===== config.mk =====
export PLATFORM = sky130hd
export DESIGN_NAME = seq_pattern_detector
export DESIGN_NICKNAME = d
export VERILOG_FILES = /design/src/rtl/seqdet_pkg.sv /design/src/rtl/sat_counter.sv /design/src/rtl/seq_pattern_detector.sv
export SDC_FILE = /design/constraint.sdc
export NUM_CORES = 1
export LEC_CHECK = 0
export ABC_CLOCK_PERIOD_IN_PS = 2400
export CORE_UTILIZATION = 48
export CTS_CLUSTER_SIZE = 12
export DETAILED_ROUTE_END_ITERATION = 6
export PLACE_DENSITY_LB_ADDON = 0.12
export SLEW_MARGIN = 20
export SYNTH_ARGS = -nofsm -noshare
export SYNTH_HDL_FRONTEND = slang
export SYNTH_HIERARCHICAL = 1
export SYNTH_SLANG_ARGS = --single-unit

===== constraint.sdc =====
create_clock -name clk -period 2.4 [get_ports clk]
set_input_delay 0.48 -clock clk [delete_from_list [all_inputs] [get_ports clk]]
set_output_delay 0.48 -clock clk [all_outputs]
set_load 0.01 [all_outputs]

===== src/rtl/seqdet_pkg.sv =====
// Shared definitions for the programmable serial sequence detector.
//   DEFAULT_PATTERN : pattern loaded at reset when the top is left at N=4
//   overlap_e       : match-mode encoding held in the config register
//   cnt_max()       : all-ones value of a W-bit saturating counter
//   fill_w()        : width needed to hold a fill level of 0..N
package seqdet_pkg;

    localparam logic [3:0] DEFAULT_PATTERN = 4'b1011;

    typedef enum logic {
        MODE_RESTART = 1'b0,
        MODE_OVERLAP = 1'b1
    } overlap_e;

    function automatic logic [63:0] cnt_max(input int unsigned w);
        return (64'd1 << w) - 64'd1;
    endfunction

    function automatic int unsigned fill_w(input int unsigned n);
        return $clog2(n + 1);
    endfunction

endpackage


===== src/rtl/sat_counter.sv =====
// Saturating up-counter.
//   clk   : clock
//   reset : synchronous active-high clear
//   clr   : synchronous clear (same effect as reset)
//   inc   : increment request; ignored once the counter is all ones
//   count : current value
module sat_counter
    import seqdet_pkg::*;
#(
    parameter int unsigned W = 8
) (
    input  logic         clk,
    input  logic         reset,
    input  logic         clr,
    input  logic         inc,
    output logic [W-1:0] count
);

    localparam logic [W-1:0] MAX = W'(cnt_max(W));

    always_ff @(posedge clk) begin
        if (reset || clr) begin
            count <= '0;
        end else if (inc && (count != MAX)) begin
            count <= count + 1'b1;
        end
    end

endmodule


===== src/rtl/seq_pattern_detector.sv =====
// Programmable serial sequence detector with a history-window compare.
//   clk, reset  : clock, synchronous active-high reset
//   cfg_load    : load cfg_pattern/cfg_overlap and clear stream state
//   cfg_pattern : pattern, bit N-1 is the first bit received
//   cfg_overlap : 1 = overlapping matches, 0 = restart after a match
//   in_valid/in : qualified serial data bit
//   match       : one-cycle registered pulse after the completing bit
//   match_count : saturating match count since reset/cfg_load
//   fill        : consecutive history bits held (0..N)
module seq_pattern_detector
    import seqdet_pkg::*;
#(
    parameter int unsigned   N           = 4,
    parameter int unsigned   CNT_W       = 8,
    parameter logic [N-1:0]  PATTERN_RST = DEFAULT_PATTERN,
    parameter logic          OVERLAP_RST = 1'b1
) (
    input  logic                   clk,
    input  logic                   reset,
    input  logic                   cfg_load,
    input  logic [N-1:0]           cfg_pattern,
    input  logic                   cfg_overlap,
    input  logic                   in_valid,
    input  logic                   in,
    output logic                   match,
    output logic [CNT_W-1:0]       match_count,
    output logic [fill_w(N)-1:0]   fill
);

    localparam int unsigned FILL_W = fill_w(N);
    localparam logic [FILL_W-1:0] FILL_FULL = FILL_W'(N);

    logic [N-1:0]      pattern_q;
    overlap_e          overlap_q;
    logic [N-1:0]      hist_q;
    logic [FILL_W-1:0] fill_q;
    logic              match_q;

    logic [N-1:0]      hist_n;
    logic [FILL_W-1:0] fill_n;
    logic              hit;

    always_comb begin
        hist_n = {hist_q[N-2:0], in};
        fill_n = (fill_q == FILL_FULL) ? fill_q : fill_q + 1'b1;
        // Only a full window can match; a mismatch never shrinks the window.
        hit    = in_valid && !cfg_load && (fill_n == FILL_FULL) && (hist_n == pattern_q);
    end

    always_ff @(posedge clk) begin
        if (reset) begin
            pattern_q <= PATTERN_RST;
            overlap_q <= overlap_e'(OVERLAP_RST);
            hist_q    <= '0;
            fill_q    <= '0;
            match_q   <= 1'b0;
        end else if (cfg_load) begin
            pattern_q <= cfg_pattern;
            overlap_q <= overlap_e'(cfg_overlap);
            hist_q    <= '0;
            fill_q    <= '0;
            match_q   <= 1'b0;
        end else if (in_valid) begin
            hist_q  <= hist_n;
            // Restart mode discards the window so the next match needs N fresh bits.
            fill_q  <= (hit && (overlap_q == MODE_RESTART)) ? '0 : fill_n;
            match_q <= hit;
        end else begin
            match_q <= 1'b0;
        end
    end

    sat_counter #(
        .W (CNT_W)
    ) u_match_cnt (
        .clk   (clk),
        .reset (reset),
        .clr   (cfg_load),
        .inc   (hit),
        .count (match_count)
    );

    assign match = match_q;
    assign fill  = fill_q;

endmodule


==> results of run 1 <==
## sequential cells by signal (all words and copies together), names as in the netlist
register	flops
overlap_q	1
pattern_q	4
hist_q	3
fill	3
u_match_cnt/count	8
match	1
## report_power, final
part	switching [mW]	internal [mW]
combinational	0.0257	0.0363
clock	0.0952	0.0584
sequential	0.00528	0.339
total	0.126	0.434
## final timing paths
kind,to,depth (start not counted)
setup / recovery,u_match_cnt/count[3],9
hold / removal,fill[2],1
setup reg to reg,u_match_cnt/count[3],9
hold reg to reg,fill[2],1
## synth_stat cells, drive strengths merged (2+ instances only)
library cell	n	area share [%]
nand2	9	3.4
nand4	2	1.3
buf	3	1.8
a211o	4	3.6
or3	3	2.0
nor2b	4	2.5
and4	2	1.9
dfxtp	20	41
and3	2	1.3
inv	4	1.5
xor2	4	3.6
nor2	8	3.0
nor3	2	1.0
a21oi	7	3.6
nand3	3	1.5
ha	3	3.8
mux2i	9	9.1
and3b	2	1.8
a21boi	2	1.9
## logic make-up after synthesis
group                      after synthesis
muxes                                    9
AOI/OAI and AO/OA                       17
xor gates and xnor gates                 5
DFF                                     20
and+or+nand+nor                         45
buffers and inverters                    8
adders and majority gates                3
## metal layers
metal	GRT usage [%]	share of wire, %	up-vias
li1	-	-	439
met1	28.10	51	368
met2	28.22	45	27
met3	4.615	4.8	0
met4	6.857	0	0
met5	0	0	-
## through the flow
step                      hold slack, ns  utilization (%)
final                             0.4798            65.85
after global placement            0.4483            64.50
after CTS                         0.4790            65.66
after floorplan                   0.4327                -
after global routing              0.5252            65.85
after detailed placement          0.4463            64.50
## final cells by class
class	instances	area [um2]	area share (%)
flip-flops and latches	20	404.1	31.60
multi-input cells	79	548.0	42.86
repair buffers	27	255.2	19.96
inverters	4	15.01	1.174
clock buffers	3	22.52	1.761
well taps	27	33.78	2.642
==> impl_results.md, run 1 <==
- Status: finished clean
- Critical-path cell list: inv_1, ha_1, or3b_1, a31oi_1, nand3_1, inv_2, and4_1, a21boi_0, mux2i_1
- Die X: 47.29 um
- Power Density: 437.8 nW/um2
- Post-CTS Setup Repair Bufs: 0
- Cell variety after synth: 37
- Hold_sp: overlap_q
- Initial DRT Pass Iterations: 4
- Avg Vias per Cell: 5.213
- Design area: 1279 um2
- Initial antenna violation count: 0
- Cell with the largest stage delay on the worst path: dfxtp_4
- Post-cts resize count: 0
- Largest family of logic cells by synthesized area: simple AND/OR/NAND/NOR gates
- # diodes: 0
- First-pass GRT wire length: 3015 um
- DRC: 0
- Fin nets: 148
- Rel. slew slack: 71.02%
- Fill count: 184
- Synthesized Nets: 120
- GRT Total Usage: between 10% and 20%
- Port bufs: 21
- Clk_skew: roughly 0.0028 ns
- Root buffer cell: clkbuf_4
- Synth Area in Compound Gates: a little under an eighth
- Vert. Die Dim: 47.29 um
- Post-place setup slack: about 0.0064 ns
- Mux share of post-synthesis cell area: 9.149%
- CTS buffer count: 3
- FFs w/ async S/R, synth: 0%
- Worst Setup Start Kind: flop
- RSZ-0062 raised after global routing: no
- Starting density of the core: 50.71%
- Rows: 16
- DR WL/cell: 11.53 um
- Placement-stage cell area: 1252 um2
- Register area share after synthesis: 40.66%
- Xor/xnor cell area share of the yosys netlist: 4.447%
- Yosys reg bits: 20
- DRT iter0 DRCs: 17
- Primary FF master, synth: dfxtp_1
- # H-tree levels: 1
- Post-Synth Adder-Cell Area: 3.812%
- Post-DRT Antenna Nets: 0
- GPL Wtd Cong: 0.7481
- Reg2Reg Launch Point: fill[0]
- CTS Buffer Depth: 2
- Max FO, Critical Path: 5
- Setup ws final: 0.1782 ns
- Setup Crit Path Kind: reg2reg
- Synth-to-layout area growth: 29.86%
- Required @ worst endpoint: 2.63 ns
- Via count: 834
- Worst path max stage delay: 0.38 ns
- Syn Std Cell Area: 984.7 um2
- Maxcap violations: 0
- Skew-Pair Late Insertion Delay: 0.29 ns
- Most frequent cells in the layout: 21 x clkdlybuf4s50_1, 19 x dfxtp_1, 9 x mux2i_1, 9 x nand2_1, 8 x nor2_1
- HPWL after DPL: 1404 um
- Total power: 559.8 uW
- Final setup fails: 0
- Synth Area in Simple Gates: 26.43%
- Total grt overflow: 0
- Core Box Area: 1942 um2
- Clock sink count: 20
- Syn Area/Cell: 9.203 um2
- Synth warnings: 6
- Layout cells sized above 1: about an eighth
- Fin crit share: 92.57%
- Max Clk Rate: around 450 MHz
- Worst setup EP type: flop
- Worst path bufs/invs: 2
- Worst slew pin tran: between 0.4 and 0.5 ns
- Leakage: 0.5022 nW
- Cell family with most CP delay: simple AND/OR/NAND/NOR gates
- Fin. max-slew vios: 0
- Largest net degree at the start of global routing: 16
- Final std cells w/o fill: 160
- Max IR drop VDD: 0.3614 mV
- Number of flops mapped to enable cells by yosys: 0
- Worst min-delay path class: reg2reg
- Crit path arrival time: 2.45 ns
- Hold bufs inserted after CTS: 0
- Die ar.: 2236 um2
- Placed insts: 157
- Most common cell after layout, fill and taps aside: clkdlybuf4s50_1
- Vias in the first global route: 717
- WL final: between 1500 and 2000 um
- TritonCTS clock tree: done
- Clk slew on worst S/H paths: approximately 0.1 ns
- Synth Instances: 107
- # IOs: 22
- Final Critical Period: 2.222 ns
- Crit path launch: fill[0]
- Final hold vios: 0
- R2R Setup Slk: 0.18 ns
- Setup TNS: 0 ns
Power figures use the tool's default switching activity.
==> run 2: changes to the inputs <==
--- a/config.mk
+++ b/config.mk
@@ -10,6 +10,7 @@
 export CTS_CLUSTER_SIZE = 12
 export DETAILED_ROUTE_END_ITERATION = 6
 export PLACE_DENSITY_LB_ADDON = 0.12
+export SETUP_SLACK_MARGIN = 0.2
 export SLEW_MARGIN = 20
 export SYNTH_ARGS = -nofsm -noshare
 export SYNTH_HDL_FRONTEND = slang
==> run 2 against run 1 <==
Effect of this change: non-clock buffer count grew 7; via count grew 4.4%; count of clock-buffer cells in the layout grew 1; combinational power grew 7.7%; hold slack lost 0.0060 ns; global-route usage shrank 0.39 points; sequential cell count is the same; clock power grew 27%; first-iteration DRC count grew 12%; critical path type unchanged; fmax grew 3.9%; wire length grew 8.2%; die area is the same.
==> impl_results.md, run 2 (synthesized netlist as in run 1, its figures left out) <==
- HPWL after DPL: 1391 um (-0.95%)
- Rows: 16 (unchanged)
- GRT Total Usage: 19.10% (-0.39 points)
- Sequential power share: 56.9% (-4.6 points)
- Max FO, Critical Path: 4 (-1)
- DR WL/cell: 11.88 um (+3.1%)
- Clk_skew: 0.004616 ns (+0.001802 ns)
- Setup Crit Path Kind: reg2reg
- WL final: 1996 um (+8.2%)
- CTS buffer count: 3 (unchanged)
- Clock sink count: 20 (unchanged)
- Maxcap violations: 0 (unchanged)
- Final Critical Period: 2.139 ns (-0.08257 ns)
- Max Clk Rate: 467.5 MHz (+3.9%)
- TritonCTS clock tree: done
- Critical-path cell list: inv_2, ha_4, or3b_1, a31oi_1, nand3_1, inv_2, nand3_2, or4_1, and3_1
- CTS Buffer Depth: 2 (unchanged)
- Clk slew on worst S/H paths: 0.12 ns (+0.02 ns)
- Switching part of the total: 22.26% (-0.27 points)
- Setup TNS: 0 ns (unchanged)
- Avg Vias per Cell: 5.185 (-0.54%)
- Worst min-delay path class: reg2reg
- Max IR drop VDD: 0.4212 mV (+17%)
- Status: finished clean
- Final hold vios: 0 (unchanged)
- Fin nets: 155 (+4.7%)
- Starting density of the core: 50.71% (unchanged)
- Die ar.: 2236 um2 (unchanged)
- First-pass GRT wire length: 2960 um (-1.8%)
- Post-DRT Antenna Nets: 0 (unchanged)
- Skew-Pair Late Insertion Delay: 0.29 ns (about the same)
- Cell with the largest stage delay on the worst path: or4_1
- Combinational power share: 11.0% (about the same)
- Die X: 47.29 um (unchanged)
- Leakage: 0.5452 nW (+8.6%)
- Port bufs: 21 (unchanged)
- Rel. slew slack: 69.83% (-1.2 points)
- Biggest register: u_match_cnt/count
- Crit path arrival time: 2.34 ns (-0.11 ns)
- Worst Setup Start Kind: flop
- Core Box Area: 1942 um2 (unchanged)
- Via count: 871 (+4.4%)
- Multi-input gate area: 566.8 um2 (+3.4%)
- GPL Wtd Cong: 0.7672 (+2.6%)
- NetSw: 134.9 uW (+7.0%)
- Clk pwr share: 32.1% (+4.7 points)
- Largest regs: u_match_cnt/count x8, pattern_q x4
- Final setup fails: 0 (unchanged)
- Initial antenna violation count: 0 (unchanged)
- # H-tree levels: 1 (unchanged)
- Fin crit share: 89.13% (-3.4 points)
- Largest net degree at the start of global routing: 16 (unchanged)
- Fill count: 178 (-3.3%)
- Initial DRT Pass Iterations: 4 (unchanged)
- Worst slew pin tran: 0.4508 ns (+0.01770 ns)
- Register area: 402.9 um2 (-0.31%)
- Power Density: 444.8 nW/um2 (+1.6%)
- Total power: 606.0 uW (+8.3%)
- Most frequent cells in the layout: 21 x clkdlybuf4s50_1, 18 x dfxtp_1, 13 x buf_4, 9 x mux2i_1, 9 x nand2_1
- Worst setup EP type: flop
- # diodes: 0 (unchanged)
- Vert. Die Dim: 47.29 um (unchanged)
- DRT iter0 DRCs: 19 (+2)
- Design internal power: 471.1 uW (+8.6%)
- Layout cells sized above 1: 21.99% (+9.2 points)
- DRC: 0 (unchanged)
- Fin. max-slew vios: 0 (unchanged)
- # IOs: 22 (unchanged)
- Required @ worst endpoint: 2.60 ns (-0.03 ns)
- Max FFs per register: 8 (unchanged)
- Most used cell, CP: inv_2
- RSZ-0062 raised after global routing: yes
- Most common cell after layout, fill and taps aside: clkdlybuf4s50_1
- Synth-to-layout area growth: 38.37%
- Worst path max stage delay: 0.40 ns (+0.02 ns)
- Total grt overflow: 0 (unchanged)
- Root buffer cell: clkbuf_4
- Vias in the first global route: 708 (-1.3%)
[run 2: layer usage]
layer  global-route usage, %  routed length, um  vias up
li1                        -                  -      452
met1                   26.70               1016      402
met2                   29.32                914       15
met3                   3.462                 49        2
met4                   6.857                 15        0
met5                       0                  0        -
[run 2: per-stage QoR]
stage	instance area [um2]	hold slack, ns	setup WS, ns	utilization [%]	instances
finish	1363	0.4738	0.2608	70.17	168
global route	1363	0.5050	0.1710	70.17	168
CTS	1345	0.4676	0.2109	69.27	167
detailed placement	1239	0.4533	0.005642	63.79	155
global placement	1239	0.4432	0.04681	63.79	155
floorplan	985.9	0.4327	0.2282	-	107
[run 2: final timing paths]
kind | depth (start not counted) | slack (ns) | to | start
min | 1 | 0.47 | fill[2] | overlap_q
min reg2reg | 1 | 0.47 | fill[2] | overlap_q
max reg2reg | 9 | 0.26 | u_match_cnt/count[6] | fill[0]
max | 9 | 0.26 | u_match_cnt/count[6] | fill[0]
[run 2: worst max-delay path, delay by kind of cell, from the launching register on]
| kind | cells | cell delay [ns] |
|---|---|---|
| adder cells (fa/ha/maj) | 1 | 0.15 |
| flip-flops | 1 | 0.37 |
| AND/OR/NAND/NOR | 5 | 1.17 |
| buffers and inverters | 2 | 0.17 |
| AO/OA/AOI/OAI | 1 | 0.18 |
[run 2: timing repair]
item                                    CTS  global route
hold buffers                              0             0
pin swaps                                 2             1
resized for setup                         7             2
setup buffers                             8             1
endpoints found under the setup margin    4             4
endpoints found under the hold margin     0             0
[run 2: layout make-up]
class	instances	share of cell area (%)
timing repair buffer	34	22.59
inverter	4	1.102
multi-input combinational	79	41.60
clock buffer	4	2.663
sequential	20	29.57
tap	27	2.479
[run 2: power by group through the flow]
stage,logic (mW),clock network [mW],registers [mW]
floorplan,0.0326,0,0.352
global placement,0.0602,0,0.352
detailed placement,0.0616,0,0.353
CTS,0.0656,0.201,0.345
global route,0.0727,0.214,0.346
finish,0.0668,0.195,0.345
==> run 3: changes to the inputs <==
--- a/config.mk
+++ b/config.mk
@@ -5,7 +5,7 @@
 export SDC_FILE = /design/constraint.sdc
 export NUM_CORES = 1
 export LEC_CHECK = 0
-export ABC_CLOCK_PERIOD_IN_PS = 2400
+export ABC_CLOCK_PERIOD_IN_PS = 2100
 export CORE_UTILIZATION = 48
 export CTS_CLUSTER_SIZE = 12
 export DETAILED_ROUTE_END_ITERATION = 6
==> constraint.sdc (replaced) <==
create_clock -name clk -period 2.1 [get_ports clk]
set_input_delay 0.42 -clock clk [delete_from_list [all_inputs] [get_ports clk]]
set_output_delay 0.42 -clock clk [all_outputs]
set_load 0.01 [all_outputs]
==> run 3 against run 2 <==
Effect of this change: the run now ends with negative setup slack left; non-clock buffer count increased by 4; worst setup slack got worse by 0.30 ns; core utilization increased by 3.1 points; first-iteration DRC count decreased by 11%; fmax about the same; hold slack about the same; sequential share of layout area decreased by 0.90 points; largest cell class unchanged.
==> impl_results.md, run 3 (synthesized netlist as in run 1, its figures left out) <==
- Status: finished with violations
- Failing checks: negative setup slack
- Combinational power share: 12.7% (+1.7 points)
- Fin nets: 159 (+2.6%)
- GRT Total Usage: 22.20% (+3.1 points)
- Initial DRT Pass Iterations: 4 (unchanged)
- Starting density of the core: 50.71% (unchanged)
- DRC: 0 (unchanged)
- Fin crit share: 101.8% (+13 points)
- GPL Wtd Cong: 0.7359 (-4.1%)
- First-pass GRT wire length: 3525 um (+19%)
- Via count: 928 (+6.5%)
- Most common cell after layout, fill and taps aside: clkdlybuf4s50_1
- Fin. max-slew vios: 0 (unchanged)
- WL final: 2187 um (+9.6%)
- Total grt overflow: 0 (unchanged)
- Root buffer cell: clkbuf_4
- # diodes: 0 (unchanged)
- Die ar.: 2236 um2 (unchanged)
- Sequential power share: 59.0% (+2.1 points)
- Maxcap violations: 0 (unchanged)
- RSZ-0062 raised after global routing: yes
- Cell family with most CP delay: simple AND/OR/NAND/NOR gates
- Max FFs per register: 8 (unchanged)
- Layout cells sized above 1: 26.21% (+4.2 points)
- Final setup fails: 1 (+1)
- Fill count: 166 (-6.7%)
- Required @ worst endpoint: 2.30 ns (-0.30 ns)
- Vert. Die Dim: 47.29 um (unchanged)
- Cell with the largest stage delay on the worst path: dfxtp_4
- CTS buffer count: 3 (unchanged)
- Max IR drop VDD: 0.3486 mV (-17%)
- Largest regs: u_match_cnt/count x8, pattern_q x4
- Port bufs: 21 (unchanged)
- Rows: 16 (unchanged)
- Die X: 47.29 um (unchanged)
- Skew-Pair Late Insertion Delay: 0.29 ns (about the same)
- NetSw: 155.6 uW (+15%)
- Avg Vias per Cell: 5.395 (+4.1%)
- Synth-to-layout area growth: 44.47%
- # IOs: 22 (unchanged)
- Hold bufs inserted after CTS: 0 (unchanged)
- Critical-path cell list: inv_4, ha_4, or3b_1, a31oi_1, nand3_1, inv_2, nand3_2, or4_1, and3_1
- Worst path bufs/invs: 2 (unchanged)
- Worst path max stage delay: 0.40 ns (about the same)
- Largest net degree at the start of global routing: 16 (unchanged)
- Switching part of the total: 23.36% (+1.1 points)
- Total power: 666.2 uW (+9.9%)
- Leakage: 0.5584 nW (+2.4%)
- # H-tree levels: 1 (unchanged)
- HPWL after DPL: 1486 um (+6.8%)
- Worst min-delay path class: reg2reg
- Power Density: 468.3 nW/um2 (+5.3%)
- Clk_skew: 0.001367 ns (-0.003249 ns)
- Clock sink count: 20 (unchanged)
- Core Box Area: 1942 um2 (unchanged)
- Final Critical Period: 2.137 ns (-0.002058 ns)
- Max Clk Rate: 467.9 MHz (about the same)
- Initial antenna violation count: 0 (unchanged)
- CTS Buffer Depth: 2 (unchanged)
- Fin Hold WS: 0.4742 ns (+0.0003610 ns)
- Worst slew pin tran: 0.5092 ns (+0.05839 ns)
- Crit path arrival time: 2.34 ns (about the same)
- Vias in the first global route: 837 (+18%)
- DRT iter0 DRCs: 17 (-2)
- Biggest register: u_match_cnt/count
- Most frequent cells in the layout: 21 x clkdlybuf4s50_1, 18 x dfxtp_1, 17 x buf_4, 9 x mux2i_1, 9 x nand2_1
- Clk slew on worst S/H paths: 0.11 ns (about the same)
- DR WL/cell: 12.72 um (+7.0%)
- Setup Crit Path Kind: reg2reg
- Setup ws final: -0.03715 ns (-0.2979 ns)
- Worst setup EP type: flop
- Post-DRT Antenna Nets: 0 (unchanged)
- Worst Setup Start Kind: flop
- Design internal power: 510.6 uW (+8.4%)
- Rel. slew slack: 65.93% (-3.9 points)
- Final hold vios: 0 (unchanged)
- Max FO, Critical Path: 4 (unchanged)
- TritonCTS clock tree: done
- Clk pwr share: 28.3% (-3.8 points)
-- run 3: cell types whose count changed in the layout (fill, tap and decap cells not counted), sizes merged --
cell,previous run,this run
buf,13,17
-- run 3: worst reg2reg max path, stage by stage, from the launching register on --
cell and delay, ns:
dfxtp_4 0.40, inv_4 0.04, ha_4 0.15, or3b_1 0.36, a31oi_1 0.22, nand3_1 0.13, inv_2 0.11, nand3_2 0.08
or4_1 0.39, and3_1 0.17
-- run 3: power groups by stage --
stage	Clock (mW)	Sequential, mW	Combinational, mW
2_1_floorplan	0	0.402	0.0395
3_5_place_dp	0	0.402	0.0785
3_3_place_gp	0	0.402	0.0771
6_report	0.188	0.393	0.0846
5_1_grt	0.212	0.395	0.0925
4_1_cts	0.198	0.394	0.0824
-- run 3: through the flow --
step / setup TNS (ns) / area [um2] / instances / utilization, % / setup slack (ns)
floorplan: 0 / 1010 / 107 / - / 0.05712
global placement: -0.2127 / 1323 / 163 / 68.11 / -0.1051
detailed placement: -0.4625 / 1323 / 163 / 68.11 / -0.1409
CTS: 0 / 1394 / 171 / 71.78 / 0.02072
global route: -0.5806 / 1423 / 172 / 73.26 / -0.1617
finish: -0.03715 / 1423 / 172 / 73.26 / -0.03715
-- run 3: repair_timing --
action                     in CTS  in global routing
setup buffers                   4                  1
pin swaps                       1                  3
gates resized for setup         4                  5
setup endpoints to repair       8                  8
-- run 3: layout make-up --
class / instances / area [um2] / share of cell area (%)
Timing Repair Buffer: 38 / 337.8 / 23.75
Sequential cell: 20 / 407.9 / 28.67
Inverter: 4 / 17.52 / 1.231
Multi-Input combinational cell: 79 / 599.3 / 42.13
Clock buffer: 4 / 26.28 / 1.847
Tap cell: 27 / 33.78 / 2.375
-- run 3: worst paths after layout --
check                         endpoint  startpoint  slack (ns)  cells past startpoint
setup / recovery  u_match_cnt/count[6]     fill[0]       -0.04                      9
hold / removal                 fill[2]   overlap_q        0.47                      1
setup reg to reg  u_match_cnt/count[6]     fill[0]       -0.04                      9
hold reg to reg                fill[2]   overlap_q        0.47                      1
-- run 3: per-layer routing --
layer	share of wire (%)	track usage, %	vias up
li1	-	-	458
met1	45	29.30	442
met2	50	36.71	26
met3	4.4	3.846	2
met4	0.59	6.857	0
met5	0	0	-
